### src/rtl/input_debounce_sync.sv
// Input conditioner: multi-flop synchronizer followed by a counting debounce filter.
// Produces a clean level plus registered one-cycle rise/fall pulses.
module input_debounce_sync #(
  parameter int SYNC_STAGES     = 2,
  parameter int DEBOUNCE_CYCLES = 8,
  parameter int CNT_W           = 4
) (
  input  logic clk,
  input  logic rst,
  input  logic en,
  input  logic din,
  output logic dout,
  output logic rise,
  output logic fall,
  output logic busy
);

  localparam logic [0:0]       ST_STABLE = 1'b0;
  localparam logic [0:0]       ST_CHECK  = 1'b1;
  localparam logic [CNT_W-1:0] CNT_LAST  = CNT_W'(DEBOUNCE_CYCLES - 1);

  logic [SYNC_STAGES-1:0] sync_q;
  logic                   sync_out;

  logic [0:0]       state_q, state_d;
  logic [CNT_W-1:0] cnt_q, cnt_d;
  logic             dout_q, dout_d;
  logic             rise_q, rise_d;
  logic             fall_q, fall_d;

  // Synchronizer stage: plain flop chain, sampled every edge regardless of en
  always_ff @(posedge clk or posedge rst) begin
    if (rst) sync_q <= '0;
    else     sync_q <= {sync_q[SYNC_STAGES-2:0], din};
  end

  assign sync_out = sync_q[SYNC_STAGES-1];

  always_comb begin
    state_d = state_q;
    cnt_d   = cnt_q;
    dout_d  = dout_q;
    rise_d  = 1'b0;
    fall_d  = 1'b0;
    if (en) begin
      case (state_q)
        ST_STABLE: begin
          if (sync_out != dout_q) begin
            if (DEBOUNCE_CYCLES == 1) begin
              dout_d = sync_out;
              rise_d = sync_out;
              fall_d = ~sync_out;
            end else begin
              state_d = ST_CHECK;
              cnt_d   = CNT_W'(1);
            end
          end else begin
            cnt_d = '0;
          end
        end
        ST_CHECK: begin
          if (sync_out == dout_q) begin
            // Bounce back to the current level: abandon the candidate silently
            state_d = ST_STABLE;
            cnt_d   = '0;
          end else if (cnt_q == CNT_LAST) begin
            dout_d  = sync_out;
            rise_d  = sync_out;
            fall_d  = ~sync_out;
            state_d = ST_STABLE;
            cnt_d   = '0;
          end else begin
            cnt_d = cnt_q + CNT_W'(1);
          end
        end
        default: begin
          state_d = ST_STABLE;
          cnt_d   = '0;
        end
      endcase
    end
  end

  // Filter stage registers
  always_ff @(posedge clk or posedge rst) begin
    if (rst) begin
      state_q <= ST_STABLE;
      cnt_q   <= '0;
      dout_q  <= 1'b0;
      rise_q  <= 1'b0;
      fall_q  <= 1'b0;
    end else begin
      state_q <= state_d;
      cnt_q   <= cnt_d;
      dout_q  <= dout_d;
      rise_q  <= rise_d;
      fall_q  <= fall_d;
    end
  end

  assign dout = dout_q;
  assign rise = rise_q;
  assign fall = fall_q;
  assign busy = (state_q == ST_CHECK);

endmodule

### config.mk
export PLATFORM = sky130hd
export DESIGN_NAME = input_debounce_sync
export DESIGN_NICKNAME = d
export VERILOG_FILES = /design/src/rtl/input_debounce_sync.sv
export SDC_FILE = /design/constraint.sdc
export NUM_CORES = 1
export LEC_CHECK = 0
export ABC_AREA = 1
export CAP_MARGIN = 20
export CORE_AREA = 2 2 39 41
export CTS_CLUSTER_SIZE = 24
export DETAILED_ROUTE_END_ITERATION = 8
export DIE_AREA = 0 0 41 43
export PLACE_DENSITY = 0.54
export SETUP_SLACK_MARGIN = 0.5
export SLEW_MARGIN = 0
export SYNTH_ARGS = -nofsm -noshare
export SYNTH_HDL_FRONTEND = slang
export SYNTH_SLANG_ARGS = --single-unit
### constraint.sdc
create_clock -name clk -period 1.18 [get_ports clk]
set_clock_uncertainty 0.05 [all_clocks]
set_input_delay 0.236 -clock clk [delete_from_list [all_inputs] [get_ports clk]]
set_output_delay 0.236 -clock clk [all_outputs]
set_load 0.03 [all_outputs]
==> impl_metrics.csv <==
group,metric,value,unit
outcome,status,"finished with violations",
outcome,violations,"setup timing",
logic_synthesis,ys_top_cells_by_area,"dfrtp_1 55%, nand2_1 15%, inv_1 5.8%",
logic_synthesis,syn_nets,59,
timing,period_minus_slack,1184,ps
worst_setup_path,crit_type,"reg -> reg",
die,die-area,1763,um2
global_routing,grt_pass1_wl,1.462,mm
routing,drt_iter0_drc,0,
die,core,1384,um2
clock_tree,cts_buffer_depth,2,
worst_setup_path,r2r_start,"cnt_q[1]$_DFFE_PP0P_",
logic_synthesis,synth_seq_area_share,54.79,%
timing,rsz0062_at_grt,"true",
pwr,irDropWorstVdd,0.7086,mV
routing,ant_nets,0,
timing,drv_slew,0,
routing,routed_wl,880,um
timing,tightest_slew,224.6,ps
die,rows,14,
worst_setup_path,critPathArrivalTime,1340,ps
cells_and_area,finalNetCount,79,
pwr,leakagePower,0.3705,nW
timing,fin_crit_sh,100.3,%
logic_synthesis,netlist.area_leader.share,54.79,%
cells_and_area,layout.cells.non_filler,89,
die,die_w,41,um
worst_setup_path,required,1330,ps
logic_synthesis,syn_avg_cell_area,8.457,um2
clock_tree,clk_pin_slew,70,ps
run,max-cap-violations,0,
pwr,p_comb_share,14.8,%
timing,slew_headroom,85.00,%
pwr,swShare,24.65,%
clock_tree,cts_made_buffers,3,
logic_synthesis,synthesis.area,456.7,um2
timing,whs,187.2,ps
logic_synthesis,synth-seq-cells,10,
worst_setup_path,crit_path_end_kind,"flip-flop",
logic_synthesis,synth_commonest_cells,"18 x nand2_1, 10 x dfrtp_1, 7 x inv_1",
worst_setup_path,worstPathMaxFanout,3,
logic_synthesis,synth.most_common_cell,"nand2_1",
pwr,pwr-share-seq,46.3,%
cells_and_area,area_growth,63.01,%
timing,setup_viol,1,
placed_design,portBuffers,7,
global_routing,antenna_found_initial,0,
timing,fmax,0.8446,GHz
logic_synthesis,synth_edf_count,0,
global_routing,grtUsageTotal,13.10,%
worst_setup_path,crit_path_start_kind,"flip-flop",
pwr,p_int,0.6013,mW
clock_tree,clk_latency,270,ps
worst_setup_path,r2r_slack,-4,ps
cells_and_area,layout-drive-gt1-share,54.79,%
logic_synthesis,async_flop_share,100.0,%
timing,setup_ws,-3.929,ps
timing,hold_viol_final,0,
routing,vias,386,
routing,drc_errors,0,
global_routing,first_global_vias,374,
routing,dr.pass1.iters,1,
placed_design,gp_congestion,0.6809,
pwr,power_frac_clock,38.9,%
clock_tree,cts.sink_count,10,
worst_hold_path,hold_class,"in -> async",
logic_synthesis,yosysUniqueCellTypes,14,
cells_and_area,n_antenna_cell,0,
logic_synthesis,synth_ff_type,"dfrtp_1",
routing,drt-wirelength-per-cell,9.888,um
placed_design,place_hpwl,608.6,um
die,die_h,43,um
worst_setup_path,startpoint,"cnt_q[1]$_DFFE_PP0P_",
placed_design,placedCellCount,82,
logic_synthesis,synthCells,54,
logic_synthesis,synth_top_area_cell,"dfrtp_1",
routing,viasPerCell,4.337,
pwr,power-per-cell-area,1072,nW/um2
die,start_util,33.00,%
global_routing,grt_max_degree,11,
clock_tree,h-tree-depth,1,
logic_synthesis,ys_warn_count,0,
global_routing,overflow,0,
pwr,power_switching,0.1967,mW
clock_tree,root_buffer,"clkbuf_4",
clock_tree,cts_tree,"yes",
die,boundaryPins,8,
per-layer routing:
metal | wire, um | up-vias | GRT usage [%]
li1 | - | 201 | -
met1 | 359 | 174 | 13.67
met2 | 461 | 8 | 20.00
met3 | 33 | 3 | 4.712
met4 | 25 | 0 | 10.00
met5 | 0 | - | 0
cells by family (layout without fill, tap and decap cells):
| group | Yosys count | count (layout) | share of synthesized area, % |
|---|---|---|---|
| flops | 10 | 10 | 54.79 |
| xor+xnor | 1 | 1 | 1.918 |
| simple gates | 26 | 26 | 24.93 |
| buf+inv | 10 | 29 | 9.043 |
| compound gates | 6 | 6 | 6.573 |
| fa+ha+maj | 1 | 1 | 2.739 |
worst paths after layout:
path / endpoint / cells past startpoint
max reg2reg: busy$_DFFE_PP0P_ / 7
min: cnt_q[0]$_DFFE_PP0P_ / 2
max in group asynchronous: rise$_DFF_PP0_ / 2
min reg2reg: sync_q[1]$_DFF_PP0_ / 0
min in group clk: sync_q[1]$_DFF_PP0_ / 0
max: busy$_DFFE_PP0P_ / 7
power groups by stage:
stage | sequential, mW | combinational, mW | clock, mW
finish | 0.370 | 0.118 | 0.310
global route | 0.371 | 0.130 | 0.336
CTS | 0.367 | 0.106 | 0.324
detailed placement | 0.375 | 0.0872 | 0
global placement | 0.375 | 0.0870 | 0
floorplan | 0.382 | 0.0439 | 0
repair_timing:
action,CTS,global route
setup buffers,3,0
pin swaps,4,6
hold buffers,0,0
setup endpoints to repair,12,22
resized for setup,12,13
worst max-delay path: stages (launching register included):
cell     delay, ps
dfrtp_1        410
ha_4           190
nand2_4         80
nor2_4          40
buf_4          130
a21oi_2        110
nand2_1         50
nand2_1         50
cell type report:
| cell class | instances | area, um2 |
|---|---|---|
| Clock buffer | 4 | 36.28 |
| Fill cell | 124 | 639.4 |
| Inverter | 9 | 40.04 |
| Multi-Input combinational cell | 34 | 240.2 |
| Sequential cell | 10 | 255.2 |
| Tap cell | 16 | 20.02 |
| Timing Repair Buffer | 16 | 152.6 |
stage by stage:
stage	instance area [um2]	power (mW)	util, %	setup TNS [ps]	setup slack [ps]
after floorplan	474.2	0.4259	-	0	56.64
after global placement	591.8	0.4622	42.77	-389.7	-112.6
after detailed placement	591.8	0.4626	42.77	-575.1	-179.1
after CTS	691.9	0.7967	50.00	-133.8	-71.86
after global routing	744.5	0.8376	53.80	-179.0	-67.63
final	744.5	0.7980	53.80	-3.929	-3.929
cells in the final DEF (no fill, tap or decap), drive strengths merged:
cell type / synthesis / routed
dlygate4sd2: 0 / 1
nand3: 3 / 3
nand2: 19 / 19
nor2: 4 / 4
a21oi: 5 / 5
xor2: 1 / 1
inv: 9 / 8
clkbuf: 0 / 4
dfrtp: 10 / 10
o21ai: 1 / 1
clkdlybuf4s50: 0 / 2
ha: 1 / 1
clkinvlp: 0 / 1
buf: 1 / 13
sequential cells by signal, summed over array words and instances (netlist names):
name / flops
cnt_q: 4
fall: 1
rise: 1
sync_q: 2
busy: 1
dout: 1
(Power assumes the default switching activity.)
